$ cat src/rtl/gemm_pkg.sv
// Shared types for the GEMM command path: command kinds, per-engine tile
// parameters, scheduler FSM states and a small popcount helper.
package gemm_pkg;

  localparam int TILE_PARAMS_W = 59;

  typedef enum logic {
    CMD_TILE = 1'b0,
    CMD_WAIT = 1'b1
  } cmd_type_e;

  typedef struct packed {
    logic [15:0] left_addr;
    logic [15:0] right_addr;
    logic [7:0]  left_len;
    logic [7:0]  right_len;
    logic [7:0]  vec_len;
    logic        left_4b;
    logic        right_4b;
    logic        loop_left;
  } tile_params_t;

  typedef enum logic [1:0] {
    ST_READY    = 2'd0,
    ST_DISPATCH = 2'd1,
    ST_BARRIER  = 2'd2
  } sched_state_e;

  // Number of set bits in a vector of up to 16 engines.
  function automatic logic [4:0] popcount16(input logic [15:0] v);
    logic [4:0] cnt;
    cnt = 5'd0;
    for (int i = 0; i < 16; i++) begin
      cnt = cnt + {4'd0, v[i]};
    end
    return cnt;
  endfunction

endpackage

$ cat src/rtl/ce_slot_tracker.sv
// Per-engine bookkeeping: busy flag, held tile parameters, hang watchdog
// and its sticky timeout flag.
module ce_slot_tracker
  import gemm_pkg::*;
#(
  parameter int TIMEOUT_CYCLES = 2**20
) (
  input  logic         i_clk,
  input  logic         i_reset_n,
  input  logic         issue,
  input  tile_params_t issue_params,
  input  logic         done,
  input  logic         err_clear,
  output logic         busy,
  output tile_params_t params,
  output logic         timeout
);

  localparam int WD_W = $clog2(TIMEOUT_CYCLES + 1);
  localparam logic [WD_W-1:0] WD_MAX = WD_W'(TIMEOUT_CYCLES);

  logic [WD_W-1:0] wd_r;
  logic            wd_hit_s;

  // The watchdog reaches its limit on this edge.
  always_comb begin
    wd_hit_s = 1'b0;
    if (busy && !issue && (wd_r != WD_MAX)) begin
      wd_hit_s = ((wd_r + WD_W'(1)) == WD_MAX);
    end else begin
      wd_hit_s = 1'b0;
    end
  end

  // Busy is set by an issue and cleared only by the engine's done pulse.
  always_ff @(posedge i_clk or negedge i_reset_n) begin
    if (!i_reset_n) begin
      busy <= 1'b0;
    end else if (issue) begin
      busy <= 1'b1;
    end else if (done) begin
      busy <= 1'b0;
    end
  end

  // Parameters stay stable from one issue to the next.
  always_ff @(posedge i_clk or negedge i_reset_n) begin
    if (!i_reset_n) begin
      params <= '0;
    end else if (issue) begin
      params <= issue_params;
    end
  end

  // Watchdog restarts on issue, counts busy cycles and saturates at the limit.
  always_ff @(posedge i_clk or negedge i_reset_n) begin
    if (!i_reset_n) begin
      wd_r <= '0;
    end else if (issue) begin
      wd_r <= '0;
    end else if (busy && (wd_r != WD_MAX)) begin
      wd_r <= wd_r + WD_W'(1);
    end
  end

  // Sticky timeout; a new hit takes priority over a clear in the same cycle.
  always_ff @(posedge i_clk or negedge i_reset_n) begin
    if (!i_reset_n) begin
      timeout <= 1'b0;
    end else if (wd_hit_s) begin
      timeout <= 1'b1;
    end else if (err_clear) begin
      timeout <= 1'b0;
    end
  end

endmodule

$ cat src/rtl/ce_tile_scheduler.sv
// Schedules TILE and WAIT commands onto NUM_CE compute engines, with busy
// tracking, barrier waits, error flags and debug counters.
module ce_tile_scheduler
  import gemm_pkg::*;
#(
  parameter int NUM_CE         = 4,
  parameter int TIMEOUT_CYCLES = 2**20,
  parameter int CEW            = (NUM_CE > 1) ? $clog2(NUM_CE) : 1
) (
  input  logic                            i_clk,
  input  logic                            i_reset_n,
  input  logic                            i_cmd_valid,
  output logic                            o_cmd_ready,
  input  logic                            i_cmd_type,
  input  logic [CEW-1:0]                  i_cmd_ce_id,
  input  logic [NUM_CE-1:0]               i_cmd_wait_mask,
  input  logic [15:0]                     i_cmd_left_addr,
  input  logic [15:0]                     i_cmd_right_addr,
  input  logic [7:0]                      i_cmd_left_ugd_len,
  input  logic [7:0]                      i_cmd_right_ugd_len,
  input  logic [7:0]                      i_cmd_vec_len,
  input  logic                            i_cmd_left_man_4b,
  input  logic                            i_cmd_right_man_4b,
  input  logic                            i_cmd_main_loop_over_left,
  output logic [NUM_CE-1:0]               o_ce_tile_en,
  output logic [NUM_CE*TILE_PARAMS_W-1:0] o_ce_params,
  input  logic [NUM_CE-1:0]               i_ce_tile_done,
  output logic                            o_barrier_done,
  output logic [NUM_CE-1:0]               o_ce_busy,
  output logic [NUM_CE-1:0]               o_ce_timeout,
  output logic                            o_err_spurious_done,
  input  logic                            i_err_clear,
  output logic [15:0]                     o_tiles_issued,
  output logic [15:0]                     o_tiles_done
);

  localparam logic [CEW:0] NUM_CE_W = (CEW+1)'(NUM_CE);

  sched_state_e  state_r, state_s;
  logic          ready_r, barrier_r, spurious_r;
  logic [NUM_CE-1:0] tile_en_r, issue_s, busy_s, timeout_s, done_ok_s, mask_r;
  logic [CEW-1:0] id_r;
  tile_params_t  cmd_params_r, in_params_s;
  tile_params_t  params_s [NUM_CE];
  logic          accept_s, barrier_s, bad_id_s, spurious_evt_s;
  logic [15:0]   issued_r, done_cnt_r;

  assign in_params_s = '{left_addr: i_cmd_left_addr, right_addr: i_cmd_right_addr,
                         left_len: i_cmd_left_ugd_len, right_len: i_cmd_right_ugd_len,
                         vec_len: i_cmd_vec_len, left_4b: i_cmd_left_man_4b,
                         right_4b: i_cmd_right_man_4b, loop_left: i_cmd_main_loop_over_left};

  // Next-state and one-cycle event decode for the command FSM.
  always_comb begin
    state_s   = state_r;
    accept_s  = 1'b0;
    barrier_s = 1'b0;
    bad_id_s  = 1'b0;
    issue_s   = '0;
    case (state_r)
      ST_READY: begin
        if (i_cmd_valid && ready_r) begin
          accept_s = 1'b1;
          if (cmd_type_e'(i_cmd_type) == CMD_WAIT) begin
            state_s = ST_BARRIER;
          end else if ({1'b0, i_cmd_ce_id} < NUM_CE_W) begin
            state_s = ST_DISPATCH;
          end else begin
            bad_id_s = 1'b1;
          end
        end else begin
          state_s = ST_READY;
        end
      end
      ST_DISPATCH: begin
        if (!busy_s[id_r]) begin
          issue_s[id_r] = 1'b1;
          state_s       = ST_READY;
        end else begin
          state_s = ST_DISPATCH;
        end
      end
      ST_BARRIER: begin
        if ((busy_s & mask_r) == '0) begin
          barrier_s = 1'b1;
          state_s   = ST_READY;
        end else begin
          state_s = ST_BARRIER;
        end
      end
      default: state_s = ST_READY;
    endcase
  end

  assign done_ok_s      = i_ce_tile_done & busy_s;
  assign spurious_evt_s = (|(i_ce_tile_done & ~busy_s)) | bad_id_s;

  // FSM state plus registered ready, tile-enable and barrier pulses.
  always_ff @(posedge i_clk or negedge i_reset_n) begin
    if (!i_reset_n) begin
      state_r   <= ST_READY;
      ready_r   <= 1'b0;
      tile_en_r <= '0;
      barrier_r <= 1'b0;
    end else begin
      state_r   <= state_s;
      ready_r   <= (state_s == ST_READY);
      tile_en_r <= issue_s;
      barrier_r <= barrier_s;
    end
  end

  // Capture the accepted command for the dispatch and barrier states.
  always_ff @(posedge i_clk or negedge i_reset_n) begin
    if (!i_reset_n) begin
      id_r         <= '0;
      mask_r       <= '0;
      cmd_params_r <= '0;
    end else if (accept_s) begin
      id_r         <= i_cmd_ce_id;
      mask_r       <= i_cmd_wait_mask;
      cmd_params_r <= in_params_s;
    end
  end

  // Wrapping debug counters; simultaneous dones add their popcount.
  always_ff @(posedge i_clk or negedge i_reset_n) begin
    if (!i_reset_n) begin
      issued_r   <= 16'd0;
      done_cnt_r <= 16'd0;
    end else begin
      issued_r   <= issued_r + ((|issue_s) ? 16'd1 : 16'd0);
      done_cnt_r <= done_cnt_r + {11'd0, popcount16(16'(done_ok_s))};
    end
  end

  // Sticky spurious-done / bad-target flag; a new event beats a clear.
  always_ff @(posedge i_clk or negedge i_reset_n) begin
    if (!i_reset_n) begin
      spurious_r <= 1'b0;
    end else if (spurious_evt_s) begin
      spurious_r <= 1'b1;
    end else if (i_err_clear) begin
      spurious_r <= 1'b0;
    end
  end

  for (genvar k = 0; k < NUM_CE; k++) begin : g_slot
    ce_slot_tracker #(.TIMEOUT_CYCLES(TIMEOUT_CYCLES)) u_slot (
      .i_clk        (i_clk),
      .i_reset_n    (i_reset_n),
      .issue        (issue_s[k]),
      .issue_params (cmd_params_r),
      .done         (i_ce_tile_done[k]),
      .err_clear    (i_err_clear),
      .busy         (busy_s[k]),
      .params       (params_s[k]),
      .timeout      (timeout_s[k])
    );
    assign o_ce_params[k*TILE_PARAMS_W +: TILE_PARAMS_W] = params_s[k];
  end

  assign o_cmd_ready         = ready_r;
  assign o_ce_tile_en        = tile_en_r;
  assign o_barrier_done      = barrier_r;
  assign o_ce_busy           = busy_s;
  assign o_ce_timeout        = timeout_s;
  assign o_err_spurious_done = spurious_r;
  assign o_tiles_issued      = issued_r;
  assign o_tiles_done        = done_cnt_r;

endmodule
$ cat config.mk
export PLATFORM = sky130hd
export DESIGN_NAME = ce_tile_scheduler
export DESIGN_NICKNAME = d
export VERILOG_FILES = /design/src/rtl/gemm_pkg.sv /design/src/rtl/ce_slot_tracker.sv /design/src/rtl/ce_tile_scheduler.sv
export SDC_FILE = /design/constraint.sdc
export NUM_CORES = 1
export LEC_CHECK = 0
export CAP_MARGIN = 20
export CORE_ASPECT_RATIO = 1.1
export CORE_MARGIN = 10
export CORE_UTILIZATION = 41
export DETAILED_ROUTE_END_ITERATION = 10
export PLACE_DENSITY = 0.71
export REMOVE_ABC_BUFFERS = 1
export SYNTH_ARGS = -nofsm -noshare
export SYNTH_HDL_FRONTEND = slang
export SYNTH_SLANG_ARGS = --single-unit
$ cat constraint.sdc
create_clock -name i_clk -period 7.05 [get_ports i_clk]
set_input_delay 1.41 -clock i_clk [delete_from_list [all_inputs] [get_ports i_clk]]
set_output_delay 1.41 -clock i_clk [all_outputs]
set_load 0.02 [all_outputs]
==> results.ini, run 1 <==
[routing]
drt_first_pass_iters = 6
num_vias = 14180
wl_per_cell_um = 20.20
wirelength_um = 53130
first_iter_violations = 974
avgViaCountPerCell = 5.391
drc_errors = 0
ant_nets = 0

[clock_tree]
cts_tree = done
ctsHtreeMaxLevel = 2
cts_setup_buffers = 0
ctsResizeCount = 0
clk_pin_slew_ns = 0.06
numCtsBuffers = 47
holdBufCountCts = 0
cts_sinks = 434
cts_max_path_buffers = 3
clock_latency_ns = 0.59
cts-root-buf = clkbuf_16

[logic_synthesis]
ys_types = 72
ys_warn_count = 0
synth-async-reset-ratio_pct = 100.0
synth_area_leaders = dfrtp_1 57%, mux2_2 14%, nand2_1 5.1%
syn_area_per_cell_um2 = 11.37
ys.flop_type = dfrtp_1
netlist_area_um2 = 19210
synth_edf_count = 0
yosysTopAreaCell = dfrtp_1
synth-seq-cells = 434
yosysMostFrequentCell = dfrtp_1
yosys-top-cells-count = 434 x dfrtp_1, 260 x nand2_1, 245 x mux2_2
yosysSeqAreaShare_pct = 56.53
syn-instance-count = 1690
synth_top_area_share_pct = 56.53

[floorplanning]
start_util_pct = 41.29
die_w_um = 226.4
coreArea_um2 = 46520
die_y_um = 247.0
io_pins = 357
placement_rows = 83
die_area_um2 = 55930

[grt]
grt_max_degree = 136
grt_first_pass_wirelength_um = 84270
grt_pass1_vias = 14620
grt_use_total_pct = 18.91
antenna_found_initial = 1
grt-ovfl-total = 0

[timing]
rsz0062_at_grt = no
clock_skew_ns = 0.02304
fmax_ghz = 0.2685
hold_violations = 0
worstMarginPinSlew_ns = 1.077
final.min_clock_period_ns = 3.724
timing.setup.tns_ns = 0
finalSetupViolCount = 0
relSlewSlack_pct = 27.93
slew_viol_final = 0
hold_ws_ns = 0.4702
fin_crit_sh_pct = 52.82

[power]
p_total_mw = 10.61
powerDensity_nw_per_um2 = 427.9
p_leak_nw = 10.58
max-vdd-ir-drop_mv = 0.3250

[worst_hold_path]
hp-class = flop to flop

[critical_path]
cp_slowest_cell = fa_1
crit_type = primary input to flop
worst_path_most_repeated_cell = fa_1
cp.arrival_ns = 4.19
cp-end-kind = flop
path_cells = clkdlybuf4s50_1, nand2_1, fa_1, fa_1, inv_1, fa_1, and3_1, and3_1, nor2b_1, nand3_1, xnor2_1
cp_data_required_time_ns = 7.52
crit_fanout = 3
cp_slowest_stage_delay_ns = 0.51
start_kind = primary input
regToRegSetupSlack_ns = 3.97

[job]
max-cap-violations = 0

[placed_design]
dp_hpwl_um = 36600
portBuffers = 356
dpl.cell_count = 2552
place.gp.congestion = 0.8922

[final_layout]
fillers = 4008
final_util_pct = 53.26
areaGrowthSynthToFinish_pct = 28.99
fin_cells = 2630
final_nets = 2094
drive_gt1_share_pct = 17.70

[status]
status = finished, final reports clean

-- critical path, delay by kind of cell --
kind | cells | cell delay [ns]
xor+xnor | 1 | 0.14
fa+ha+maj | 3 | 1.13
buf+inv | 2 | 0.58
simple gates | 5 | 0.93
-- cells in the final DEF, fill, tap and decap left out, types with 4 or more instances in the layout --
cell type,netlist,routed
bufinv_16,0,5
clkbuf_8,0,6
a22oi_1,5,5
nor3_1,16,15
clkinv_2,0,4
a211oi_1,4,4
o21ai_1,25,23
or4_1,7,7
and2_1,12,12
mux2i_1,5,5
clkbuf_16,0,48
mux2_2,245,245
nor2b_1,17,17
clkbuf_1,47,7
clkdlybuf4s50_1,0,355
dfrtp_1,434,434
o31ai_1,48,48
nand2b_1,7,7
o41ai_1,9,9
o22ai_1,8,8
nor3b_1,5,5
nor4_1,24,23
and4_1,10,10
buf_4,13,15
o21ai_0,72,72
and3_1,14,14
a21o_1,5,5
nand3_1,54,54
a31oi_1,10,10
xor2_1,17,17
inv_1,35,35
xnor2_1,33,33
nor2_1,75,75
a21oi_1,25,25
nand2_1,260,260
nand4_1,37,37
ha_1,11,11
-- metrics by stage --
step	cell area [um^2]	setup WS, ns
after floorplan	18690	-2.346
after global placement	23200	2.784
after detailed placement	23210	2.745
after CTS	24780	3.355
after global routing	24780	3.130
final	24780	3.326
-- where the power goes --
group	leakage (nW)	total (mW)	internal, mW	switching [mW]
Sequential	5.52	4.11	3.39	0.718
Combinational	4.30	3.98	1.96	2.02
Clock	0.763	2.52	1.49	1.02
-- flip-flops by register name (all words and copies together) (netlist names), 16 cells and up --
signal / flops
o_tiles_done: 16
g_slot.u_slot.wd_r: 84
o_tiles_issued: 16
cmd_params_r: 59
g_slot.u_slot.params: 236
-- cell families after synthesis --
kind of cell | Yosys count | synth area share, %
XOR/XNOR | 50 | 2.279
multiplexers | 252 | 14.82
buffers and inverters | 143 | 3.432
AO/OA/AOI/OAI | 234 | 7.724
flip-flops | 434 | 56.53
adder cells (fa/ha/maj) | 14 | 1.029
AND/OR/NAND/NOR | 563 | 14.19
-- worst paths after layout --
kind / startpoint / end / cells after the start
max in group asynchronous: i_reset_n / o_err_spurious_done$_DFFE_PN0P_ / 2
worst min register to register: g_slot[3].u_slot.params[35]$_DFFE_PN0N_ / g_slot[3].u_slot.params[35]$_DFFE_PN0N_ / 2
worst max register to register: g_slot[2].u_slot.busy$_DFFE_PN0P_ / o_tiles_done[14]$_DFF_PN0_ / 10
worst min-delay path: g_slot[3].u_slot.params[35]$_DFFE_PN0N_ / g_slot[3].u_slot.params[35]$_DFFE_PN0N_ / 2
worst max-delay path: i_ce_tile_done[0] / o_tiles_done[14]$_DFF_PN0_ / 11
min in group asynchronous: i_reset_n / g_slot[1].u_slot.params[35]$_DFFE_PN0N_ / 1
-- layer usage --
layer | GRT usage [%] | share of wire, % | up-vias
li1 | - | - | 6563
met1 | 22.04 | 40 | 7087
met2 | 30.85 | 47 | 440
met3 | 8.247 | 11 | 87
met4 | 6.002 | 2.5 | 2
met5 | 0 | 0.024 | -
-- area by class of cell --
cell class	instances	area [um^2]	share of cell area (%)
Tap cell	595	744.5	3.004
Antenna cell	1	2.502	0.01010
Inverter	36	135.1	0.5453
Clock buffer	61	1310	5.286
Multi-Input combinational cell	1113	7735	31.21
Sequential cell	434	10860	43.82
Timing Repair Buffer	374	3732	15.06
Clock inverter	16	261.5	1.055
No activity file was read; power rests on OpenSTA's default activity.
==> inputs of run 2 (changes only) <==
Clock period 7.05 ns to 3.6 ns, I/O delays scaled along.
==> results.ini, run 2 (same netlist as run 1, synthesis figures left out) <==
[status]
status = finished, final reports clean  ; unchanged

[clock_tree]
cts_tree = done  ; unchanged
cts-root-buf = clkbuf_16  ; unchanged
numCtsBuffers = 47  ; unchanged
cts_setup_buffers = 0  ; unchanged
clk_pin_slew_ns = 0.06  ; about the same
holdBufCountCts = 0  ; unchanged
cts_max_path_buffers = 3  ; unchanged
ctsResizeCount = 0  ; unchanged
clock_latency_ns = 0.58  ; was 0.59 ns
cts_sinks = 434  ; unchanged
ctsHtreeMaxLevel = 2  ; unchanged

[placed_design]
portBuffers = 356  ; unchanged
dpl.cell_count = 2570  ; was 2552
dp_hpwl_um = 36990  ; was 36600 um
placed_cell_area_um2 = 23430  ; was 23210 um^2
place_ws_ns = 0.07244  ; was 2.745 ns
place.gp.congestion = 0.8713  ; was 0.8922

[routing]
avgViaCountPerCell = 5.395  ; was 5.391
drc_errors = 0  ; unchanged
first_iter_violations = 749  ; was 974
ant_nets = 0  ; unchanged
wirelength_um = 54100  ; was 53130 um
num_vias = 14320  ; was 14180
drt_first_pass_iters = 5  ; was 6
wl_per_cell_um = 20.38  ; was 20.20 um

[grt]
grt_pass1_vias = 14960  ; was 14620
grt_max_degree = 74  ; was 136
antenna_found_initial = 3  ; was 1
grt.busiest_layer = met2  ; unchanged
grt-ovfl-total = 0  ; unchanged
grt_use_total_pct = 19.09  ; was 18.91%
met2_usage_pct = 31.43  ; was 30.85%
grt_first_pass_wirelength_um = 84690  ; was 84270 um
met1_usage_pct = 22.03  ; was 22.04%
grt_util_met3_pct = 7.916  ; was 8.247%

[critical_path]
crit_type = primary input to flop  ; unchanged
cp-end-kind = flop  ; unchanged
start_kind = primary input  ; unchanged
cp.arrival_ns = 3.38  ; was 4.19 ns
crit_fanout = 3  ; unchanged
cp_data_required_time_ns = 4.06  ; was 7.52 ns

[final_layout]
largest_register = g_slot.u_slot.params  ; unchanged
layout_commonest_cell = dfrtp_1  ; unchanged
fillers = 3932  ; was 4008
top_regs = g_slot.u_slot.params x236, g_slot.u_slot.wd_r x84, cmd_params_r x59  ; unchanged
drive_gt1_share_pct = 18.42  ; was 17.70%
areaGrowthSynthToFinish_pct = 30.02  ; was 28.99%
final_nets = 2112  ; was 2094
fin_area_um2 = 24980  ; was 24780 um^2
final_cell_mix = 434 x dfrtp_1, 355 x clkdlybuf4s50_1, 260 x nand2_1  ; unchanged
largest_reg_flops = 236  ; unchanged
fin_cells = 2655  ; was 2630

[timing]
clock_skew_ns = 0.01542  ; was 0.02304 ns
hold_ws_ns = 0.1154  ; was 0.4702 ns
relSlewSlack_pct = 38.25  ; was 27.93%
timing.setup.tns_ns = 0  ; unchanged
final.min_clock_period_ns = 2.926
rsz0062_at_grt = no  ; unchanged
worstMarginPinSlew_ns = 0.9261  ; was 1.077 ns
layout_setup_ws_ns = 0.6741  ; was 3.326 ns
fmax_ghz = 0.3418
fin_crit_sh_pct = 81.28
finalSetupViolCount = 0  ; unchanged
slew_viol_final = 0  ; unchanged
hold_violations = 0  ; unchanged

[floorplanning]
placement_rows = 83  ; unchanged
io_pins = 357  ; unchanged
start_util_pct = 41.29  ; unchanged
die_w_um = 226.4  ; unchanged
die_y_um = 247.0  ; unchanged
die_area_um2 = 55930  ; unchanged
coreArea_um2 = 46520  ; unchanged

[worst_hold_path]
hp-class = primary input to async pin  ; was flop to flop

[power]
max-vdd-ir-drop_mv = 0.6337  ; was 0.3250 mV
powerDensity_nw_per_um2 = 832.4  ; was 427.9 nW/um^2
p_leak_nw = 10.69  ; was 10.58 nW

[job]
max-cap-violations = 0  ; unchanged

==> run 2: changes by cell type in the layout (fill, tap and decap cells not counted), sizes merged <==
cell,before,now
buf,19,37
diode,1,2
inv,37,39
clkinvlp,2,1
clkbuf,61,68
bufinv,5,4
clkinv,8,7
==> run 2: stage by stage <==
step                      power [mW]  util (%)
after floorplan                11.87         -
after global placement         15.83     50.35
after detailed placement       16.03     50.35
after CTS                      21.05     53.68
after global routing           21.89     53.69
final                          20.79     53.69
==> run 2: per-layer routing <==
| layer | vias to the layer above | wire length [um] |
|---|---|---|
| li1 | 6621 | - |
| met4 | 2 | 1387 |
| met1 | 7197 | 21520 |
| met5 | - | 13 |
| met2 | 421 | 25780 |
| met3 | 83 | 5393 |
==> run 2: critical path, stage by stage <==
cell and delay (ns):
clkdlybuf4s50_1 0.49, nand2_1 0.08, fa_1 0.48, fa_1 0.42, inv_1 0.09, fa_1 0.21, and3_1 0.20, and3_1 0.19
nor2b_1 0.22, nand3_1 0.13, xnor2_1 0.15
==> run 2: cell type report <==
type                            instances  area [um^2]  area share [%]
Sequential cell                       434        10860           43.48
Antenna cell                            2        5.005         0.02004
Multi-Input combinational cell       1113         7735           30.96
Clock buffer                           68         1345           5.384
Clock inverter                         15        203.9          0.8164
Timing Repair Buffer                  392         3951           15.82
Inverter                               36        135.1          0.5409
Tap cell                              595        744.5           2.980
==> run 2: report_power, final <==
part | internal (mW) | switching (mW)
Combinational | 3.90 | 3.98
Clock | 2.89 | 1.98
Sequential | 6.64 | 1.41
==> run 2: final timing paths <==
kind / depth (start not counted) / slack [ns] / start / endpoint
setup / recovery: 11 / 0.67 / i_ce_tile_done[0] / o_tiles_done[12]$_DFF_PN0_
hold / removal: 1 / 0.12 / i_reset_n / g_slot[1].u_slot.wd_r[9]$_DFFE_PN0P_
setup reg to reg: 8 / 0.86 / g_slot[1].u_slot.busy$_DFFE_PN0P_ / o_tiles_issued[14]$_DFF_PN0_
hold reg to reg: 1 / 0.47 / o_tiles_done[15]$_DFF_PN0_ / o_tiles_done[15]$_DFF_PN0_
max in group asynchronous: 3 / 2.49 / i_reset_n / g_slot[0].u_slot.params[37]$_DFFE_PN0N_
min in group i_clk: 1 / 0.47 / o_tiles_done[15]$_DFF_PN0_ / o_tiles_done[15]$_DFF_PN0_
